File: src/rtl/mps_xintf_pkg.sv
// Shared definitions for the XINTF DPBRAM write scheduler: state encoding,
// grant codes, default base addresses and the halfword address helper.
package mps_xintf_pkg;

  typedef enum logic [2:0] {
    ST_IDLE  = 3'd0,
    ST_ARB   = 3'd1,
    ST_WR_LO = 3'd2,
    ST_WR_HI = 3'd3,
    ST_HS    = 3'd4
  } state_e;

  localparam logic [1:0] GNT_NONE = 2'b00;
  localparam logic [1:0] GNT_SP   = 2'b01;
  localparam logic [1:0] GNT_CFG  = 2'b10;

  localparam logic [8:0] SP_BASE_DEF  = 9'h000;
  localparam logic [8:0] CFG_BASE_DEF = 9'h010;

  localparam int SP_WORDS = 2;

  // Word k occupies halfwords base+2k (low) and base+2k+1 (high).
  function automatic logic [8:0] hw_addr(input logic [8:0] base, input logic [7:0] word,
                                         input logic hi);
    return base + {word, hi};
  endfunction

endpackage

File: src/rtl/xintf_hs_timer.sv
// Handshake wait timer: cleared on load, counts while enabled, flags expiry on
// the LIMIT-th counted cycle.
module xintf_hs_timer #(
  parameter int LIMIT = 1000,
  localparam int CW = $clog2(LIMIT + 1)
) (
  input  logic i_clk,
  input  logic i_rst,
  input  logic i_load,
  input  logic i_count,
  output logic o_expire
);

  logic [CW-1:0] cnt_q;

  always_ff @(posedge i_clk or posedge i_rst) begin
    if (i_rst) begin
      cnt_q <= '0;
    end else if (i_load) begin
      cnt_q <= '0;
    end else if (i_count && (cnt_q != CW'(LIMIT - 1))) begin
      cnt_q <= cnt_q + CW'(1);
    end
  end

  assign o_expire = i_count && (cnt_q == CW'(LIMIT - 1));

endmodule

File: src/rtl/xintf_write_scheduler.sv
// Arbitrates setpoint/config frame requests and streams each frame into the
// DPBRAM as halfwords, then handshakes completion with the DSP.
module xintf_write_scheduler
  import mps_xintf_pkg::*;
#(
  parameter int         CFG_WORDS  = 16,
  parameter logic [8:0] SP_BASE    = SP_BASE_DEF,
  parameter logic [8:0] CFG_BASE   = CFG_BASE_DEF,
  parameter int         HS_TIMEOUT = 1000,
  localparam int IDX_W = (CFG_WORDS > 2) ? $clog2(CFG_WORDS) : 1
) (
  input  logic              i_clk,
  input  logic              i_rst,
  input  logic              i_sp_req,
  input  logic [31:0]       i_set_c,
  input  logic [31:0]       i_set_v,
  input  logic              i_cfg_req,
  output logic [IDX_W-1:0]  o_cfg_idx,
  input  logic [31:0]       i_cfg_data,
  output logic [8:0]        o_xintf_addr,
  output logic              o_xintf_ce,
  output logic [15:0]       o_xintf_din,
  output logic              o_w_valid,
  input  logic              i_w_ready,
  output logic              o_busy,
  output logic [1:0]        o_grant,
  output logic              o_done,
  output logic              o_timeout
);

  state_e           state_q, state_d;
  logic             sp_pend_q, sp_pend_d, cfg_pend_q, cfg_pend_d;
  logic [1:0]       grant_q, grant_d, last_q, last_d, gnt_now;
  logic [IDX_W-1:0] word_q, word_d, idx_q, idx_d;
  logic [8:0]       addr_q, addr_d, base;
  logic [15:0]      din_q, din_d;
  logic             ce_q, ce_d, valid_q, valid_d, done_q, done_d, tmo_q, tmo_d;
  logic [31:0]      snap_c_q, snap_v_q, cur_word;
  logic             last_word, pend_any, hs_load, hs_expire;

  assign base      = (grant_q == GNT_CFG) ? CFG_BASE : SP_BASE;
  assign last_word = (grant_q == GNT_CFG) ? (word_q == IDX_W'(CFG_WORDS - 1))
                                          : (word_q == IDX_W'(SP_WORDS - 1));
  assign cur_word  = (grant_q == GNT_CFG) ? i_cfg_data : (word_q[0] ? snap_v_q : snap_c_q);
  assign pend_any  = sp_pend_q | cfg_pend_q | i_sp_req | i_cfg_req;

  always_comb begin
    state_d = state_q;
    grant_d = grant_q;
    last_d  = last_q;
    word_d  = word_q;
    idx_d   = idx_q;
    addr_d  = addr_q;
    din_d   = din_q;
    ce_d    = 1'b0;
    valid_d = 1'b0;
    done_d  = 1'b0;
    tmo_d   = 1'b0;
    hs_load = 1'b0;
    gnt_now = GNT_NONE;
    unique case (state_q)
      ST_IDLE: if (pend_any) state_d = ST_ARB;
      ST_ARB: begin
        // With both pending, the channel that did not win last time goes first.
        if (sp_pend_q && (!cfg_pend_q || (last_q != GNT_SP))) gnt_now = GNT_SP;
        else if (cfg_pend_q)                                   gnt_now = GNT_CFG;
        if (gnt_now == GNT_NONE) begin
          state_d = ST_IDLE;
        end else begin
          state_d = ST_WR_LO;
          grant_d = gnt_now;
          last_d  = gnt_now;
          word_d  = '0;
          idx_d   = '0;
          ce_d    = 1'b1;
          addr_d  = (gnt_now == GNT_CFG) ? CFG_BASE : SP_BASE;
          din_d   = (gnt_now == GNT_CFG) ? i_cfg_data[15:0] : i_set_c[15:0];
        end
      end
      ST_WR_LO: begin
        state_d = ST_WR_HI;
        ce_d    = 1'b1;
        addr_d  = hw_addr(base, 8'(word_q), 1'b1);
        din_d   = cur_word[31:16];
        // Advance the config index now so the next low half is ready a cycle early.
        if (grant_q == GNT_CFG) idx_d = last_word ? '0 : idx_q + IDX_W'(1);
      end
      ST_WR_HI: begin
        if (last_word) begin
          state_d = ST_HS;
          valid_d = 1'b1;
          hs_load = 1'b1;
        end else begin
          state_d = ST_WR_LO;
          word_d  = word_q + IDX_W'(1);
          ce_d    = 1'b1;
          addr_d  = hw_addr(base, 8'(word_q + IDX_W'(1)), 1'b0);
          din_d   = (grant_q == GNT_CFG) ? i_cfg_data[15:0] : snap_v_q[15:0];
        end
      end
      ST_HS: begin
        if (i_w_ready || hs_expire) begin
          done_d  = i_w_ready;
          tmo_d   = ~i_w_ready;
          grant_d = GNT_NONE;
          state_d = pend_any ? ST_ARB : ST_IDLE;
        end else begin
          valid_d = 1'b1;
        end
      end
      default: state_d = ST_IDLE;
    endcase
    sp_pend_d  = (sp_pend_q && (gnt_now != GNT_SP)) || i_sp_req;
    cfg_pend_d = (cfg_pend_q && (gnt_now != GNT_CFG)) || i_cfg_req;
  end

  always_ff @(posedge i_clk or posedge i_rst) begin
    if (i_rst) begin
      state_q    <= ST_IDLE;
      sp_pend_q  <= 1'b0;
      cfg_pend_q <= 1'b0;
      grant_q    <= GNT_NONE;
      last_q     <= GNT_NONE;
      word_q     <= '0;
      idx_q      <= '0;
      addr_q     <= '0;
      din_q      <= '0;
      ce_q       <= 1'b0;
      valid_q    <= 1'b0;
      done_q     <= 1'b0;
      tmo_q      <= 1'b0;
    end else begin
      state_q    <= state_d;
      sp_pend_q  <= sp_pend_d;
      cfg_pend_q <= cfg_pend_d;
      grant_q    <= grant_d;
      last_q     <= last_d;
      word_q     <= word_d;
      idx_q      <= idx_d;
      addr_q     <= addr_d;
      din_q      <= din_d;
      ce_q       <= ce_d;
      valid_q    <= valid_d;
      done_q     <= done_d;
      tmo_q      <= tmo_d;
    end
  end

  always_ff @(posedge i_clk) begin
    if (gnt_now == GNT_SP) begin
      snap_c_q <= i_set_c;
      snap_v_q <= i_set_v;
    end
  end

  xintf_hs_timer #(.LIMIT(HS_TIMEOUT)) u_hs_timer (
    .i_clk    (i_clk),
    .i_rst    (i_rst),
    .i_load   (hs_load),
    .i_count  (state_q == ST_HS),
    .o_expire (hs_expire)
  );

  assign o_cfg_idx    = idx_q;
  assign o_xintf_addr = addr_q;
  assign o_xintf_ce   = ce_q;
  assign o_xintf_din  = din_q;
  assign o_w_valid    = valid_q;
  assign o_busy       = (state_q != ST_IDLE);
  assign o_grant      = grant_q;
  assign o_done       = done_q;
  assign o_timeout    = tmo_q;

endmodule
File: config.mk
export PLATFORM = sky130hd
export DESIGN_NAME = xintf_write_scheduler
export DESIGN_NICKNAME = d
export VERILOG_FILES = /design/src/rtl/mps_xintf_pkg.sv /design/src/rtl/xintf_hs_timer.sv /design/src/rtl/xintf_write_scheduler.sv
export SDC_FILE = /design/constraint.sdc
export NUM_CORES = 1
export LEC_CHECK = 0
export BUFFER_PORTS_ARGS = -buffer_cell sky130_fd_sc_hd__buf_2
export CAP_MARGIN = 30
export CORE_MARGIN = 2
export CORE_UTILIZATION = 45
export DETAILED_ROUTE_END_ITERATION = 12
export GPL_TIMING_DRIVEN = 0
export PLACE_DENSITY = 0.71
export SYNTH_ARGS = -nofsm -noshare
export SYNTH_HDL_FRONTEND = slang
export SYNTH_SLANG_ARGS = --single-unit
File: constraint.sdc
create_clock -name i_clk -period 6.7 [get_ports i_clk]
set_input_delay 0.335 -clock i_clk [delete_from_list [all_inputs] [get_ports i_clk]]
set_output_delay 0.335 -clock i_clk [all_outputs]
set_load 0.05 [all_outputs]
==> summary.txt, run 1 <==
Layout
  • Area of the multi-input gates: 0.00190 mm2
  • Sequential Area: 0.00279 mm2
  • Finished layout cell area: 0.00591 mm2
  • Area delta synth->final: 22.0%
  • Share of layout cells above drive strength 1: 41.4%
  • Ant diodes: 0
  • Core Util, Final: 57.0%
  • Fillers: 916
  • # nets final: 619

Logic synthesis
  • Cell area after synthesis: 0.00484 mm2
  • Ys async rst share: 52.9%
  • Post-synth top cells: dfrtp_1, edfxtp_1, nor2_1
  • Seq cells post-synth: 102
  • Yosys warnings: 0
  • Syn Inst Count: 364
  • Avg Inst Size Synth: 13.3 um2
  • Most numerous cell in the Yosys netlist: dfrtp_1
  • Top-area cell type share of the netlist area: 29.8%
  • Top cells by area, synth: edfxtp_1, dfrtp_1, mux4_2
  • Number of flops mapped to enable cells by yosys: 48
  • Area leader, netlist: edfxtp_1
  • Post-synth cell types: 48
  • Prevailing post-synth register cell: dfrtp_1
  • Seq/Total Area, Yosys: 57.6%

Clock tree
  • Post-CTS Setup Inserts: 0
  • Clock Latency Late Sink: 0.36 ns
  • Clk slew on worst S/H paths: 0.09 ns
  • H-tree levels: 3
  • TritonCTS Buffers: 9
  • CTS Sinks: 102
  • Max clock buf depth: 2
  • Post-CTS sizing: 0
  • CTS hold repair buffers: 0
  • TritonCTS clock tree: built
  • Root Buffer: clkbuf_8

Global routing
  • Gr usage total: 19.8%
  • Grt ovf: 0
  • First-pass GRT wire length: 17500 um
  • Largest net degree at the start of global routing: 32
  • Vias in the first global route: 3611
  • Initial antenna violation count: 0

Critical path
  • Crit-path max FO: 10
  • CP dominant cell by count: buf_2
  • Worst path required time: 6.96 ns
  • Crit. End Element: flop
  • CP max stage delay: 0.41 ns
  • Critical path buffers and inverters: 4
  • Crit Path Category: reg -> reg
  • Worst path top cell family by delay: buffers and inverters
  • Crit path cell chain: nand2b_1, buf_4, inv_1, ha_1, nor2b_1, a31o_2, buf_2, buf_2, a211oi_1, a21o_1
  • Crit path DAT: 2.63 ns
  • Slowest CP cell: dfrtp_1
  • Startpoint types: flop

Floorplanning
  • Rows: 37
  • Starting Density: 46.7%
  • Core area: 0.0104 mm2
  • Io pins: 137
  • Die area: 0.0116 mm2
  • Die H: 108 um
  • Die Wd: 108 um

Placed design
  • # port buffers: 134
  • Routability Congestion: 0.825
  • Dpl cell area: 0.00573 mm2
  • DP HPWL: 7970 um

Timing
  • Fin crit period: 2.37 ns
  • Minimum hold slack: 0.00429 ns
  • Layout Skew: 0.00678 ns
  • Period utilization: 35.4%
  • Slew headroom: 53.3%
  • Actual slew at the worst max-slew pin: 0.700 ns
  • Final Max Slew Viols: 0
  • Setup TNS: 0 ns
  • Fmax: 0.421 GHz
  • # setup viols final: 0
  • RSZ-0062 raised after global routing: false
  • Final Hold Fails: 0

Route
  • Avg Vias per Cell: 5.23
  • Antenna-violating nets left: 0
  • First-pass iteration count of the detailed router: 4
  • DRC: 0
  • Via count: 3413
  • Drt initial violations: 110
  • DRT Wirelength: 10700 um
  • Avg WL per Cell: 16.5 um

Status
  • Outcome: finished, final reports clean

Min path
  • Hold WC Path Type: in -> async

Power and ir drop
  • Maximum resistive drop on vdd: 177 uV
  • Pwr Density: 475 mW/mm2
  • Leak pwr: 2.74 nW
  • Total chip power: 2.81 mW

Job
  • Max-Cap Viols: 0
[flip-flops by register name, indices dropped and copies added (netlist names)]
register          cells
cfg_pend_q            1
state_q               3
o_grant               2
o_xintf_addr          7
o_w_valid             1
o_xintf_din          16
snap_c_q             16
snap_v_q             32
o_xintf_ce            1
sp_pend_q             1
word_q                4
o_timeout             1
last_q                2
o_done                1
o_cfg_idx             4
u_hs_timer.cnt_q     10
[layout make-up]
cell class              instances  share of cell area [%]
well taps                     136                    2.88
multi-input cells             230                    32.2
inverters                      12                   0.762
clock buffers                  11                    2.22
repair buffers                136                    12.0
flip-flops and latches        102                    47.2
clock inverters                 5                   0.847
plain buffers                  21                    1.84
[metrics by stage]
stage / std cells / setup slack [ns]
2_1_floorplan: 365 / 4.36
3_3_place_gp: 635 / 3.87
3_5_place_dp: 637 / 4.30
4_1_cts: 653 / 4.29
5_1_grt: 653 / 4.13
6_report: 653 / 4.33
[cells in the final DEF, fill, tap and decap left out, types with 9 or more instances in the layout]
master / n
nand2_1: 22
clkbuf_8: 9
buf_2: 143
mux2_2: 18
nor2_1: 27
a211oi_1: 17
mux2i_1: 23
mux4_2: 16
edfxtp_1: 48
dfrtp_1: 54
inv_1: 10
a21o_1: 20
[where the power goes]
| group | switching, mW | total [mW] | leakage (nW) | internal (mW) |
|---|---|---|---|---|
| logic | 0.930 | 1.49 | 1.52 | 0.563 |
| clock network | 0.202 | 0.372 | 0.0968 | 0.171 |
| registers | 0.0868 | 0.942 | 1.12 | 0.855 |
[logic make-up after synthesis]
group	Yosys count	synth area share, %
compound gates	66	9.94
xor+xnor	11	1.99
fa+ha+maj	6	1.55
buf+inv	33	3.18
flops	102	57.6
mux	57	16.4
other cells	1	0.0774
simple gates	88	9.25
[final timing paths]
| kind | startpoint | end | slack, ns | depth (start not counted) |
|---|---|---|---|---|
| max | o_grant[1] | o_xintf_din[11] | 4.33 | 10 |
| min | i_rst | o_xintf_addr[0] | 0.004 | 2 |
| max reg2reg | o_grant[1] | o_xintf_din[11] | 4.33 | 10 |
| min reg2reg | o_xintf_din[5] | o_xintf_din[5] | 0.48 | 1 |
| max in group asynchronous | i_rst | cfg_pend_q | 6.14 | 3 |
| min in group i_clk | i_set_c[17] | snap_c_q[17] | 0.14 | 1 |
[routing by layer]
layer | track usage [%] | wire, um | up-vias
met2 | 32.4 | 5210 | 98
li1 | - | - | 1638
met3 | 4.36 | 561 | 24
met1 | 25.5 | 4660 | 1653
met5 | 0 | 0 | -
met4 | 7.97 | 323 | 0
Power figures use the tool's default switching activity.
==> run 2: changes to the inputs <==
--- a/config.mk
+++ b/config.mk
@@ -5,13 +5,14 @@
 export SDC_FILE = /design/constraint.sdc
 export NUM_CORES = 1
 export LEC_CHECK = 0
+export ABC_AREA = 1
 export BUFFER_PORTS_ARGS = -buffer_cell sky130_fd_sc_hd__buf_2
 export CAP_MARGIN = 30
 export CORE_MARGIN = 2
 export CORE_UTILIZATION = 45
 export DETAILED_ROUTE_END_ITERATION = 12
 export GPL_TIMING_DRIVEN = 0
-export PLACE_DENSITY = 0.71
+export PLACE_DENSITY = 0.69
 export SYNTH_ARGS = -nofsm -noshare
 export SYNTH_HDL_FRONTEND = slang
 export SYNTH_SLANG_ARGS = --single-unit
==> constraint.sdc (replaced) <==
create_clock -name i_clk -period 2.3 [get_ports i_clk]
set_input_delay 0.115 -clock i_clk [delete_from_list [all_inputs] [get_ports i_clk]]
set_output_delay 0.115 -clock i_clk [all_outputs]
set_load 0.05 [all_outputs]
==> summary.txt, run 2 <==
Clock tree
  • TritonCTS clock tree: built
  • Clk slew on worst S/H paths: 0.07 ns
  • Max clock buf depth: 2
  • TritonCTS Buffers: 9
  • Post-CTS Setup Inserts: 0
  • H-tree levels: 3
  • Root Buffer: clkbuf_16
  • Clock Latency Late Sink: 0.36 ns
  • CTS Sinks: 102

Status
  • Outcome: finished, final reports clean

Logic synthesis
  • Area leader, netlist: edfxtp_1
  • Syn Inst Count: 724
  • Avg Inst Size Synth: 7.60 um2
  • Cell area after synthesis: 0.00550 mm2
  • Main combinational cell family by area after synthesis: simple AND/OR/NAND/NOR gates
  • Top cells by area, synth: edfxtp_1, dfrtp_1, nand2_1
  • Yosys warnings: 0
  • Post-synth top cells: nand2_1, nor2_1, inv_1
  • Multiplexer share of the synthesized area: 0.182%
  • Post-synth cell types: 32
  • Most numerous cell in the Yosys netlist: nand2_1
  • Ys async rst share: 52.9%
  • Number of flops mapped to enable cells by yosys: 48
  • Prevailing post-synth register cell: dfrtp_1
  • Adder-Cell Fraction of Synth Area: 1.36%
  • Seq cells post-synth: 102
  • Post-synthesis compound-gate area fraction: 2.25%
  • Post-Synth XOR/XNOR Area: 0.955%
  • Top-area cell type share of the netlist area: 26.2%
  • Seq/Total Area, Yosys: 50.8%
  • Synth Area in Simple Gates: 34.2%

Floorplanning
  • Io pins: 137
  • Starting Density: 46.0%
  • Die area: 0.0131 mm2
  • Die Wd: 115 um
  • Die H: 115 um
  • Rows: 40
  • Core area: 0.0120 mm2

Global routing
  • First-pass GRT wire length: 22700 um
  • Initial antenna violation count: 0
  • Vias in the first global route: 4735
  • Gr usage total: 22.5%
  • Largest net degree at the start of global routing: 36
  • Grt ovf: 0

Power and ir drop
  • Leak pwr: 3.93 nW
  • Total chip power: 9.76 mW
  • Maximum resistive drop on vdd: 658 uV
  • Pwr Density: 1350 mW/mm2

Critical path
  • R2r worst-path depth: 10
  • Crit path DAT: 2.38 ns
  • Crit-path max FO: 10
  • R2r setup slk: 0.17 ns
  • Crit Reg-Reg Startpoint: word_q[0]
  • Crit Path Category: reg -> reg
  • Crit path to: o_xintf_addr[5]
  • Worst Setup SP: word_q[0]
  • Crit. End Element: flop
  • R2r endpoint: o_xintf_addr[5]
  • Startpoint types: flop
  • Worst path required time: 2.55 ns

Placed design
  • # port buffers: 134
  • # placed instances: 1008
  • DP HPWL: 10100 um
  • Routability Congestion: 0.845

Timing
  • # setup viols final: 0
  • Final Hold Fails: 0
  • Slew headroom: 57.3%
  • Minimum hold slack: 0.150 ns
  • Layout Skew: 0.00854 ns
  • Fmax: 0.470 GHz
  • Fin crit period: 2.13 ns
  • Final Max Slew Viols: 0
  • RSZ-0062 raised after global routing: false
  • Actual slew at the worst max-slew pin: 0.640 ns
  • Period utilization: 92.5%

Layout
  • Largest Register: snap_v_q
  • Share of layout cells above drive strength 1: 21.4%
  • Most frequent cells in the layout: nand2_1, buf_2, nor2_1
  • Non-filler cells, final: 1077
  • Ant diodes: 0
  • Area delta synth->final: 31.7%
  • Max reg flops: 32
  • Fillers: 1039
  • # nets final: 1032
  • Area of the multi-input gates: 0.00216 mm2
  • Leading cell type in the layout, fill and taps excluded: nand2_1
  • Sequential Area: 0.00279 mm2

Route
  • Avg Vias per Cell: 4.67
  • First-pass iteration count of the detailed router: 4
  • Avg WL per Cell: 13.5 um
  • Antenna-violating nets left: 0
  • Drt initial violations: 287
  • DRC: 0
  • DRT Wirelength: 14500 um
  • Via count: 5028

Min path
  • HP Start: i_set_c[11]
  • Hold WC Path Type: in -> reg

Job
  • Max-Cap Viols: 0
## run 2: changes by cell type after synthesis, sizes merged, moves of 6 or more
cell	delta
inv	+89
and3	-6
mux2i	-22
mux4	-16
nor2	+87
a211oi	-17
mux2	-18
a21o	-20
nand3	+74
buf	+12
nand2	+235
## run 2: logic make-up after synthesis
| family | after synthesis |
|---|---|
| simple gates | 457 |
| mux | 1 |
| compound gates | 20 |
| fa+ha+maj | 6 |
| other cells | 1 |
| xor+xnor | 6 |
| buf+inv | 131 |
| flops | 102 |
## run 2: power by group
part	switching, mW	total, mW	internal [mW]
logic	3.70	5.25	1.56
clock network	0.724	1.59	0.866
registers	0.294	2.92	2.62
total	4.71	9.76	5.05
## run 2: worst min path at each step
stage | endpoint | slack [ns] | cells past startpoint
after floorplan | o_timeout | 0.19 | 1
after global placement | snap_v_q[19] | 0.29 | 1
after detailed placement | o_xintf_ce | 0.15 | 2
after CTS | o_xintf_din[13] | 0.15 | 7
after global routing | o_xintf_din[2] | 0.18 | 7
final | o_xintf_din[11] | 0.15 | 7
## run 2: routing by layer
layer | track usage [%] | vias to the layer above | routed length [um] | share of wire [%]
li1 | - | 2634 | - | -
met1 | 27.6 | 2236 | 6130 | 42
met2 | 37.9 | 140 | 7130 | 49
met3 | 7.41 | 18 | 1030 | 7.1
met4 | 6.34 | 0 | 232 | 1.6
met5 | 0 | - | 0 | 0
## run 2: final cells by class
cell class / count / area share (%)
multi-input cells: 493 / 29.9
plain buffers: 30 / 2.54
flip-flops and latches: 102 / 38.6
repair buffers: 188 / 17.0
inverters: 101 / 5.23
clock inverters: 6 / 1.07
well taps: 147 / 2.54
clock buffers: 10 / 3.16
## run 2: stage by stage
step	cell area, um2	util (%)	worst slack [ns]	setup TNS (ns)
after floorplan	5510	-	0.0871	0
after global placement	6370	53.2	-0.267	-13.35
after detailed placement	6410	53.6	0.0186	0
after CTS	7230	60.5	0.0171	0
after global routing	7240	60.6	0.0514	0
final	7240	60.6	0.172	0
## run 2: worst max-delay path, stage by stage (launching register included)
cell and delay (ns):
dfrtp_1 0.38, buf_4 0.20, buf_2 0.28, nand3_1 0.13
xor2_1 0.18, inv_1 0.06, ha_1 0.18, ha_1 0.27
a22o_1 0.24, nand2_1 0.06, nand2_1 0.05
## run 2: timing repair
action / CTS / global route
resized for setup: 0 / 3
setup endpoints to repair: 0 / 52
hold buffers: 52 / 0
hold endpoints to repair: 71 / 0
==> run 3: changes to the inputs <==
--- a/config.mk
+++ b/config.mk
@@ -12,6 +12,7 @@
 export CORE_UTILIZATION = 45
 export DETAILED_ROUTE_END_ITERATION = 12
 export GPL_TIMING_DRIVEN = 0
+export MAX_ROUTING_LAYER = met4
 export PLACE_DENSITY = 0.69
 export SYNTH_ARGS = -nofsm -noshare
 export SYNTH_HDL_FRONTEND = slang
==> summary.txt, run 3 (same netlist as run 2, synthesis figures left out) <==
Critical path
  • Crit-path max FO: 10
  • Worst path required time: 2.55 ns
  • Crit Path Category: reg -> reg
  • Crit. End Element: flop
  • Crit Reg-Reg Startpoint: word_q[0]
  • Startpoint types: flop
  • Crit path cell chain: buf_4, buf_2, nand3_1, xor2_1, inv_1, ha_1, ha_1, a22o_1, nand2_1, nand2_1
  • CP max stage delay: 0.38 ns
  • R2r worst-path depth: 10
  • Slowest CP cell: dfrtp_1
  • R2r setup slk: 0.17 ns
  • R2r endpoint: o_xintf_addr[5]
  • Crit path DAT: 2.37 ns

Job
  • Max-Cap Viols: 0

Timing
  • Period utilization: 92.4%
  • Actual slew at the worst max-slew pin: 0.629 ns
  • Final Hold Fails: 0
  • # setup viols final: 0
  • Fin crit period: 2.13 ns
  • Final WS setup: 0.175 ns
  • Layout Skew: 0.00916 ns
  • Fmax: 0.470 GHz
  • RSZ-0062 raised after global routing: false
  • Setup TNS: 0 ns
  • Final Max Slew Viols: 0
  • Slew headroom: 58.0%

Layout
  • Share of layout cells above drive strength 1: 21.3%
  • Max reg flops: 32
  • Ant diodes: 0
  • Non-filler cells, final: 1077
  • Fillers: 1039
  • Area delta synth->final: 31.7%
  • Most frequent cells in the layout: nand2_1, buf_2, nor2_1
  • Leading cell type in the layout, fill and taps excluded: nand2_1
  • Largest Register: snap_v_q
  • # nets final: 1032
  • Core Util, Final: 60.6%

Power and ir drop
  • Clk pwr share: 16.3%
  • Net Sw Power: 4.72 mW
  • Power share of the sequential group: 29.9%
  • Leak pwr: 3.93 nW
  • Pwr Density: 1350 mW/mm2
  • Int Pwr: 5.05 mW
  • Maximum resistive drop on vdd: 662 uV
  • Combinational share of power: 53.9%
  • Switch share: 48.3%

Clock tree
  • Root Buffer: clkbuf_16
  • Clk slew on worst S/H paths: 0.08 ns
  • Clock Latency Late Sink: 0.36 ns
  • TritonCTS clock tree: built
  • H-tree levels: 3
  • TritonCTS Buffers: 9
  • Max clock buf depth: 2
  • CTS Sinks: 102
  • Post-CTS Setup Inserts: 0

Floorplanning
  • Core area: 0.0120 mm2
  • Die Wd: 115 um
  • Io pins: 137
  • Rows: 40
  • Die area: 0.0131 mm2
  • Starting Density: 46.0%
  • Die H: 115 um

Placed design
  • Routability Congestion: 0.858
  • # placed instances: 1008
  • Setup WS pre-CTS: 0.0186 ns
  • DP HPWL: 10100 um
  • # port buffers: 134

Global routing
  • Vias in the first global route: 4735
  • First-pass GRT wire length: 22700 um
  • Initial antenna violation count: 0
  • Largest net degree at the start of global routing: 36
  • Grt ovf: 0
  • Gr usage total: 23.2%

Min path
  • HP Start: i_set_c[11]
  • Worst hold path depth: 7
  • Hold WC Path Type: in -> reg
  • Hold endpoint: o_xintf_din[11]

Route
  • First-pass iteration count of the detailed router: 5
  • Drt initial violations: 276
  • Via count: 5058
  • Avg Vias per Cell: 4.70
  • Antenna-violating nets left: 0
  • Avg WL per Cell: 13.5 um
  • DRC: 0
  • DRT Wirelength: 14500 um

Status
  • Outcome: finished, final reports clean
==> run 3: layout make-up <==
| type | instances | area [um2] | share of cell area (%) |
|---|---|---|---|
| inverter | 101 | 379 | 5.23 |
| multi-input combinational | 493 | 2160 | 29.9 |
| clock buffer | 10 | 229 | 3.16 |
| tap | 147 | 184 | 2.54 |
| buffer | 30 | 188 | 2.59 |
| sequential | 102 | 2790 | 38.5 |
| clock inverter | 6 | 77.6 | 1.07 |
| timing repair buffer | 188 | 1230 | 17.0 |
==> run 3: metal layers <==
layer	GRT usage (%)	wire length (um)
met3	7.04	970
met4	6.34	223
met2	37.9	7150
met1	27.9	6170
met5	-	0
==> run 3: worst max path at each step <==
stage / startpoint / to
2_1_floorplan: o_grant[1] / o_xintf_din[0]
3_3_place_gp: cfg_pend_q / snap_c_q[16]
3_5_place_dp: cfg_pend_q / snap_c_q[16]
4_1_cts: cfg_pend_q / snap_v_q[18]
5_1_grt: o_grant[1] / o_xintf_din[15]
6_report: word_q[0] / o_xintf_addr[5]
==> run 3: worst max-delay path: cells and delay by family, from the launching register on <==
family	cells	cell delay, ns
AOI/OAI and AO/OA	1	0.25
xor gates and xnor gates	1	0.17
buffers and inverters	3	0.54
adders and majority gates	2	0.45
DFF	1	0.38
and+or+nand+nor	3	0.24
==> run 3: per-stage QoR <==
stage	cell area [um2]	total power, mW	hold slack [ns]
finish	7250	9.77	0.148
global route	7250	10.5	0.179
CTS	7230	9.76	0.154
detailed placement	6410	8.09	0.154
global placement	6370	8.01	0.292
floorplan	5510	6.75	0.186
==> run 3: repair_timing <==
action | CTS | global route
endpoints found under the hold margin | 71 | 0
endpoints found under the setup margin | 0 | 52
resized for setup | 0 | 3
hold buffers | 52 | 0
==> run 3: power groups by stage <==
stage	Sequential (mW)	Combinational, mW	Clock [mW]
floorplan	3.67	3.09	0
global placement	2.95	5.06	0
detailed placement	2.95	5.14	0
CTS	2.92	5.23	1.62
global route	2.98	5.84	1.69
finish	2.92	5.26	1.59
